[src/rtl/mcyc_pkg.sv]
// Shared state encodings, RV32I major opcodes and opcode classifier for the
// multi-cycle sequencer.
package mcyc_pkg;

    typedef enum logic [2:0] {
        ST_FETCH  = 3'd0,
        ST_DECODE = 3'd1,
        ST_EXEC   = 3'd2,
        ST_MEM    = 3'd3,
        ST_WB     = 3'd4,
        ST_TRAP   = 3'd5
    } state_t;

    localparam logic [6:0] OP_LUI    = 7'b0110111;
    localparam logic [6:0] OP_AUIPC  = 7'b0010111;
    localparam logic [6:0] OP_JAL    = 7'b1101111;
    localparam logic [6:0] OP_JALR   = 7'b1100111;
    localparam logic [6:0] OP_BRANCH = 7'b1100011;
    localparam logic [6:0] OP_LOAD   = 7'b0000011;
    localparam logic [6:0] OP_STORE  = 7'b0100011;
    localparam logic [6:0] OP_IMM    = 7'b0010011;
    localparam logic [6:0] OP_OP     = 7'b0110011;

    typedef enum logic [2:0] {
        CL_ALU,
        CL_BRANCH,
        CL_LOAD,
        CL_STORE,
        CL_ILLEGAL
    } op_class_t;

    function automatic op_class_t decode_op(input logic [6:0] op);
        op_class_t cl;
        case (op)
            OP_LUI, OP_AUIPC, OP_JAL, OP_JALR, OP_IMM, OP_OP: cl = CL_ALU;
            OP_BRANCH: cl = CL_BRANCH;
            OP_LOAD:   cl = CL_LOAD;
            OP_STORE:  cl = CL_STORE;
            default:   cl = CL_ILLEGAL;
        endcase
        return cl;
    endfunction

endpackage

[src/rtl/mcyc_instret.sv]
// Retired-instruction counter; increments once per inc pulse and wraps silently.
module mcyc_instret #(
    parameter int CNT_W = 32
) (
    input  logic             clk,
    input  logic             rst,
    input  logic             inc,
    output logic [CNT_W-1:0] count
);

    always_ff @(posedge clk or posedge rst) begin
        if (rst)
            count <= '0;
        else if (inc)
            count <= count + CNT_W'(1);
    end

endmodule

[src/rtl/mcyc_seq.sv]
// Multi-cycle instruction sequencer with shared memory port and retire counter.
// Optional MCYC_ILLEGAL_TRAP_EN: unknown opcodes trap instead of retiring as NOP.
//
// state  | meaning
// FETCH  | request instruction at PC; load IR on run & mem_ready
// DECODE | one-cycle decode slot
// EXEC   | ALU cycle; branches retire here
// MEM    | data access at ALU result, held until mem_ready
// WB     | register write and retire
// TRAP   | illegal opcode seen; frozen until reset
module mcyc_seq
    import mcyc_pkg::*;
#(
    parameter int CNT_W = 32
) (
    input  logic             clk,
    input  logic             rst,
    input  logic             run,
    input  logic [6:0]       opcode,
    input  logic             mem_ready,
    output logic             mem_req,
    output logic             mem_we,
    output logic             mem_is_data,
    output logic             ir_we,
    output logic             pc_we,
    output logic             reg_we,
    output logic [2:0]       state,
    output logic [CNT_W-1:0] instret,
    output logic             illegal
);

    state_t    state_q, state_d;
    op_class_t op_cl;
    logic      set_illegal;

    assign op_cl = decode_op(opcode);
    assign state = state_q;

    always_ff @(posedge clk or posedge rst) begin
        if (rst)
            state_q <= ST_FETCH;
        else
            state_q <= state_d;
    end

    always_comb begin
        state_d     = state_q;
        mem_req     = 1'b0;
        mem_we      = 1'b0;
        mem_is_data = 1'b0;
        ir_we       = 1'b0;
        pc_we       = 1'b0;
        reg_we      = 1'b0;
        set_illegal = 1'b0;
        case (state_q)
            ST_FETCH: begin
                mem_req = run;
                if (run && mem_ready) begin
                    ir_we   = 1'b1;
                    state_d = ST_DECODE;
                end
            end
            ST_DECODE: state_d = ST_EXEC;
            ST_EXEC: begin
                case (op_cl)
                    CL_LOAD, CL_STORE: state_d = ST_MEM;
                    CL_ALU:            state_d = ST_WB;
                    CL_BRANCH: begin
                        pc_we   = 1'b1;
                        state_d = ST_FETCH;
                    end
                    default: begin
`ifdef MCYC_ILLEGAL_TRAP_EN
                        set_illegal = 1'b1;
                        state_d     = ST_TRAP;
`else
                        pc_we   = 1'b1;
                        state_d = ST_FETCH;
`endif
                    end
                endcase
            end
            ST_MEM: begin
                mem_req     = 1'b1;
                mem_is_data = 1'b1;
                mem_we      = (op_cl == CL_STORE);
                if (mem_ready) begin
                    if (op_cl == CL_STORE) begin
                        pc_we   = 1'b1;
                        state_d = ST_FETCH;
                    end else begin
                        state_d = ST_WB;
                    end
                end
            end
            ST_WB: begin
                reg_we  = 1'b1;
                pc_we   = 1'b1;
                state_d = ST_FETCH;
            end
`ifdef MCYC_ILLEGAL_TRAP_EN
            ST_TRAP: state_d = ST_TRAP;
`endif
            default: state_d = ST_FETCH;
        endcase
        // FETCH strobes depend on live inputs, so mask them while reset is held.
        if (rst) begin
            mem_req     = 1'b0;
            mem_we      = 1'b0;
            mem_is_data = 1'b0;
            ir_we       = 1'b0;
            pc_we       = 1'b0;
            reg_we      = 1'b0;
            set_illegal = 1'b0;
        end
    end

`ifdef MCYC_ILLEGAL_TRAP_EN
    logic illegal_q;

    always_ff @(posedge clk or posedge rst) begin
        if (rst)
            illegal_q <= 1'b0;
        else if (set_illegal)
            illegal_q <= 1'b1;
    end

    assign illegal = illegal_q;
`else
    assign illegal = 1'b0;
`endif

    mcyc_instret #(
        .CNT_W(CNT_W)
    ) u_instret (
        .clk  (clk),
        .rst  (rst),
        .inc  (pc_we),
        .count(instret)
    );

endmodule
[config.mk]
export PLATFORM = sky130hd
export DESIGN_NAME = mcyc_seq
export DESIGN_NICKNAME = d
export VERILOG_FILES = /design/src/rtl/mcyc_pkg.sv /design/src/rtl/mcyc_instret.sv /design/src/rtl/mcyc_seq.sv
export SDC_FILE = /design/constraint.sdc
export NUM_CORES = 1
export LEC_CHECK = 0
export CAP_MARGIN = 20
export CORE_MARGIN = 2
export CORE_UTILIZATION = 35
export DETAILED_ROUTE_END_ITERATION = 16
export DONT_BUFFER_PORTS = 1
export GPL_ROUTABILITY_DRIVEN = 0
export PLACE_DENSITY = 0.55
export SLEW_MARGIN = 10
export SYNTH_ARGS = -nofsm -noshare
export SYNTH_HDL_FRONTEND = slang
export SYNTH_SLANG_ARGS = --single-unit
[constraint.sdc]
create_clock -name clk -period 3.6 [get_ports clk]
set_clock_uncertainty 0.2 [all_clocks]
set_input_delay 0.54 -clock clk [delete_from_list [all_inputs] [get_ports clk]]
set_output_delay 0.54 -clock clk [all_outputs]
set_load 0.01 [all_outputs]
* Word level (Yosys, flattened, before mapping)
Cells that the tools add are included.
** Word-level totals
- Latch bits :: 0
- Memories kept :: 0
- Memory bits (read-only) :: 0
- Bits in writable memories :: 0
- Bits of input ports :: 11
- Register bits after elaboration :: 35
** Operators by class
- $lt $le $gt $ge :: 0
- Shift-type cells :: 0
- Bitwise operators :: 0
- Multiply operators :: 0
- Add/subtract/negate cells :: 1
- Eq/ne operators :: 17
- Divide/modulo/power cells :: 0
- Multiplexer cells :: 22
- Reduce and logical (&&, ||, !) cells :: 7
** Operator list (number)
- adder 32 x 1 -> 32 bit (second input constant) :: 1
- one-hot mux 3 bit (4 select lines) :: 2
- == test 7 x 6 -> 1 bit (second input constant) :: 3
- == test 7 bit (second input constant) :: 3
- == test 7 x 5 -> 1 bit (second input constant) :: 2
- two-way mux 1 bit :: 14
- == test 3 x 2 -> 1 bit (second input constant) :: 4
- two-way mux 3 bit :: 3
- == test 7 x 2 -> 1 bit (second input constant) :: 1
- logical NOT 3 bit :: 2
- one-hot mux 3 bit (2 select lines) :: 1
- OR reduction 6 bit :: 1
- inequality test 2 bit (second input constant) :: 2
- == test 3 x 1 -> 1 bit (second input constant) :: 1
- == test 3 bit (second input constant) :: 1
- one-hot mux 1 bit (3 select lines) :: 1
- OR reduction 3 bit :: 1
- one-hot mux 1 bit (2 select lines) :: 1
- AND reduction 2 bit :: 1
- OR reduction 2 bit :: 1
- logical AND 1 bit :: 1

* Longest topological paths before layout
- Depth after elaboration :: 8
- Depth in mapped cells :: 8

* Cells and area by module
Synthesis repeated with hierarchy kept, for this count alone.
** Second synthesis, totals
- Cells, all modules :: 162
- Area total of the unflattened synthesis :: 1793.0 µm²
** Modules (own cells, without submodules)
- mcyc_instret :: area each 1510.2 µm², cells an instance 126, sequential area each 800.8 µm², instances 1
- mcyc_seq :: area each 282.8 µm², cells an instance 36, sequential area each 75.1 µm², instances 1

* Least setup slack after synthesis
Ideal clock, no wire load.
- Kind :: input to output
- Start point :: in rst
- End point :: out pc_we
- Path buffers :: 1
- Slack :: 0.705 ns
- Stages on the path :: 6
- Arrival time :: 2.155 ns
- Cells stage by stage :: inv_1 and3_1 a41oi_2 and2_4 inv_2 buf_2
** On the way
- Longest elaborated chain between the ends :: 1
** RTL lines
- from (decl) :: line mcyc_seq.sv:17 : input logic rst,
- two-way mux 1 bit :: line mcyc_seq.sv:107 : if (rst) begin
- to (decl) :: line mcyc_seq.sv:25 : output logic pc_we,
No other way between the ends.

* Final worst setup path
- Start point :: reg state_q[2], in the netlist state[2]
- End point :: out pc_we
** On the way
- Longest elaborated chain between the ends :: 3
- Elaborated cells on any way between the ends :: 5
- Those cells by class :: eq/ne (3); mux (2)
** RTL lines
- from (decl) :: line mcyc_seq.sv:32 : state_t state_q, state_d;
- from (signal assigned) :: line mcyc_seq.sv:43 : state_q <= state_d;
- == test 3 bit or == test 3 x 2 -> 1 bit (tied branches) :: line mcyc_seq.sv:55 : case (state_q)
- one-hot mux 1 bit (3 select lines) (*) :: line mcyc_seq.sv:55
- two-way mux 1 bit (*) :: line mcyc_seq.sv:107
Mark *: on every way between the ends. The rest lies on a longest branch, timed or not.

==> impl_results.md <==
- Run status: completed
- Synthesized area: 1777 um^2
- Top FF cell, synth: dfrtp_1
- Die area: 5663 um^2
- Fin nets: about 190
- Final std cells w/o fill: 242
- Worst r2r dst: u_instret.count[5]$_DFFE_PP0P_
- Synth top area cells: dfrtp_1 (49%), xnor2_1 (11%), nand3_1 (4.8%), nand2_1 (4.6%), xor2_1 (4.4%)
- Antenna Cells: 0
- Worst Path Arrival: 2.15 ns
- Maximum clock frequency: 0.3460 GHz
- Post-synth top area share: between 40% and 50%
- Initial Util: about 37%
- Switching part of the total: approximately a third
- Max-cap violations: 0
- Clock sink count: 35
- Largest area contributor in the netlist: dfrtp_1
- Vias in the first global route: 1318
- Clk root buf: clkbuf_8
- Internal reg-to-reg setup slack: around 1.0 ns
- Register bit total from synthesis: 35
- Post-CTS Resized: 0
- Post-CTS Repair Setup Buffers: 0
- Reported net switching power: 0.2749 mW
- Vias: 1295
- Die W: between 70 and 80 um
- Hold bufs inserted after CTS: 0
- Rows: 25
- Most common cell after layout, fill and taps aside: dfrtp_1
- Power Internal: just under 0.6 mW
- Grt ovf: 0
- Core Region: around 4800 um^2
- Vias per cell: 5.351
- Rel. slew slack: 60.36%
- Peak supply drop: between 0.0001 and 0.00015 V
- Total CTS buffers: 5
- Clock transition at the registers of the reported paths: 0.07 ns
- Initial DRC Count: 75
- EDFF count, synth: 0
- Leak: between 0.7 and 0.8 nW
- Final HPWL DP: 2844 um
- PortBufs: 0
- Post-synthesis cell count: 170
- Period utilisation layout: around four fifths
- Hold Crit Class: primary input to asynchronous set/reset pin
- Async set-reset flop share out of synthesis: 100.0%
- Fill cell count: 488
- Slew Limit Fails: 0
- Synth Net Count: between 150 and 200
- GR Util All Layers: 15.16%
- TritonRoute pass-1 iters: 4
- Tightest Pin Transition: 0.5946 ns
- Largest fanout on the critical path: 13
- Crit Path Category: flip-flop to output port
- RSZ-0062 raised after global routing: false
- DRT antenna net count: 0
- Crit start category: flip-flop
- Reg-to-reg startpoint: state[2]$_DFFE_PP0P_
- Seq pwr share: 55.4%
- Min Clock Period, post-route: slightly below 3 ns
- Multi-input logic area: 865.8 um^2
- CTS tree: done
- Crit path to: pc_we
- Htree depth: 2
- Clock Latency Late Sink: 0.29 ns
- Yosys warns: 0
- Crit path required time: 2.86 ns
- Die height: 75.25 um
- Crit. Startpoint: state[2]$_DFFE_PP0P_
- Placed cells: 234
- Clk buf depth: 2
- Setup Viol. Count Final: 0
- Register Area: 875.8 um^2
- WL/cell: 16.13 um
- CP Capture Type: output port
- Largest net degree at the start of global routing: 36
- Final Worst Setup Slack: between 0.7 and 0.8 ns
- Sequential area share after synthesis: around half
- Power density over cell area: 450.9 nW/um^2
- Final count of hold timing violations: 0
- Synth-to-layout area growth: 8.592%
- Combinational power share: 12.0%
- Final WL: 3903 um
- Clock share of power: 32.6%
- DRC Markers: 0
- R2R cell count: 6
- Initial antenna violation count: 0
- I/O pin cnt: 53
- TNS Setup: 0 ns
- Layout cells sized above 1: 13.14%
- First-pass GRT wire length: between 6000 and 7000 um
- Dpl ws: 0.9767 ns
- Commonest non-fill, non-tap cells in the layout: dfrtp_1 (35), nand2_1 (22), xnor2_1 (22)
- Mean area per synthesized cell: 10.45 um^2
- Netlist cell types: 36
==> per-stage QoR <==
| stage | util [%] | area (um^2) | hold slack [ns] | power (mW) |
|---|---|---|---|---|
| 6_report | 40.05 | 1929 | 0.07604 | 0.8699 |
| 5_1_grt | 40.05 | 1929 | 0.1002 | 0.9236 |
| 4_1_cts | 40.05 | 1929 | 0.08330 | 0.8818 |
| 3_5_place_dp | 38.21 | 1841 | 0.3328 | 0.5975 |
| 3_3_place_gp | 38.21 | 1841 | 0.3254 | 0.5912 |
| 2_1_floorplan | - | 1777 | 0.3075 | 0.5635 |
==> layout make-up <==
| class | count | share of cell area, % |
|---|---|---|
| multi-input cells | 129 | 44.88 |
| clock buffers | 5 | 3.567 |
| inverters | 2 | 0.3891 |
| clock inverters | 3 | 1.038 |
| flip-flops and latches | 35 | 45.40 |
| well taps | 67 | 4.345 |
| repair buffers | 1 | 0.3891 |
==> power groups by stage <==
stage / clock network [mW] / registers, mW / logic (mW)
after global placement: 0 / 0.487 / 0.104
after detailed placement: 0 / 0.490 / 0.107
final: 0.284 / 0.482 / 0.105
after CTS: 0.291 / 0.483 / 0.108
after global routing: 0.317 / 0.489 / 0.118
after floorplan: 0 / 0.475 / 0.0881
==> critical path, stage by stage (launching register included) <==
cell,delay [ns]
dfrtp_1,0.48
or2_2,0.37
nor2_1,0.33
a41oi_2,0.20
and2_4,0.26
inv_2,0.22
==> cells by family after synthesis <==
kind of cell,after synthesis,share of synthesized area [%]
AOI/OAI and AO/OA,8,3.310
xor gates and xnor gates,31,15.28
adders and majority gates,1,0.7041
buffers and inverters,6,1.971
DFF,35,49.30
other,1,0.2111
and+or+nand+nor,88,29.23
==> synthesized netlist by cell type (all sizes together) (4+ instances only) <==
cell and count:
nor4 4, nand4 6, nor2 9, nand3 17, xor2 9, nand2 22, xnor2 22, a21oi 6
dfrtp 35, and3 6
==> metal layers <==
layer / global-route usage [%] / routed length [um] / vias up
li1: - / - / 596
met1: 17.57 / 1659 / 645
met2: 23.78 / 1854 / 47
met3: 7.631 / 316 / 7
met4: 6.433 / 73 / 0
met5: 0 / 0 / -
==> worst min path at each step <==
stage | from | endpoint | depth (start not counted)
floorplan | u_instret.count[31]$_DFFE_PP0P_ | u_instret.count[31]$_DFFE_PP0P_ | 1
global placement | u_instret.count[31]$_DFFE_PP0P_ | u_instret.count[31]$_DFFE_PP0P_ | 1
detailed placement | u_instret.count[31]$_DFFE_PP0P_ | u_instret.count[31]$_DFFE_PP0P_ | 1
CTS | rst | state[2]$_DFFE_PP0P_ | 2
global route | rst | state[2]$_DFFE_PP0P_ | 2
finish | rst | state[1]$_DFFE_PP0P_ | 2
==> state kept, by name, summed over array words and instances (netlist names) <==
signal and count:
state 3, u_instret.count 32
No activity file was read; power rests on OpenSTA's default activity.
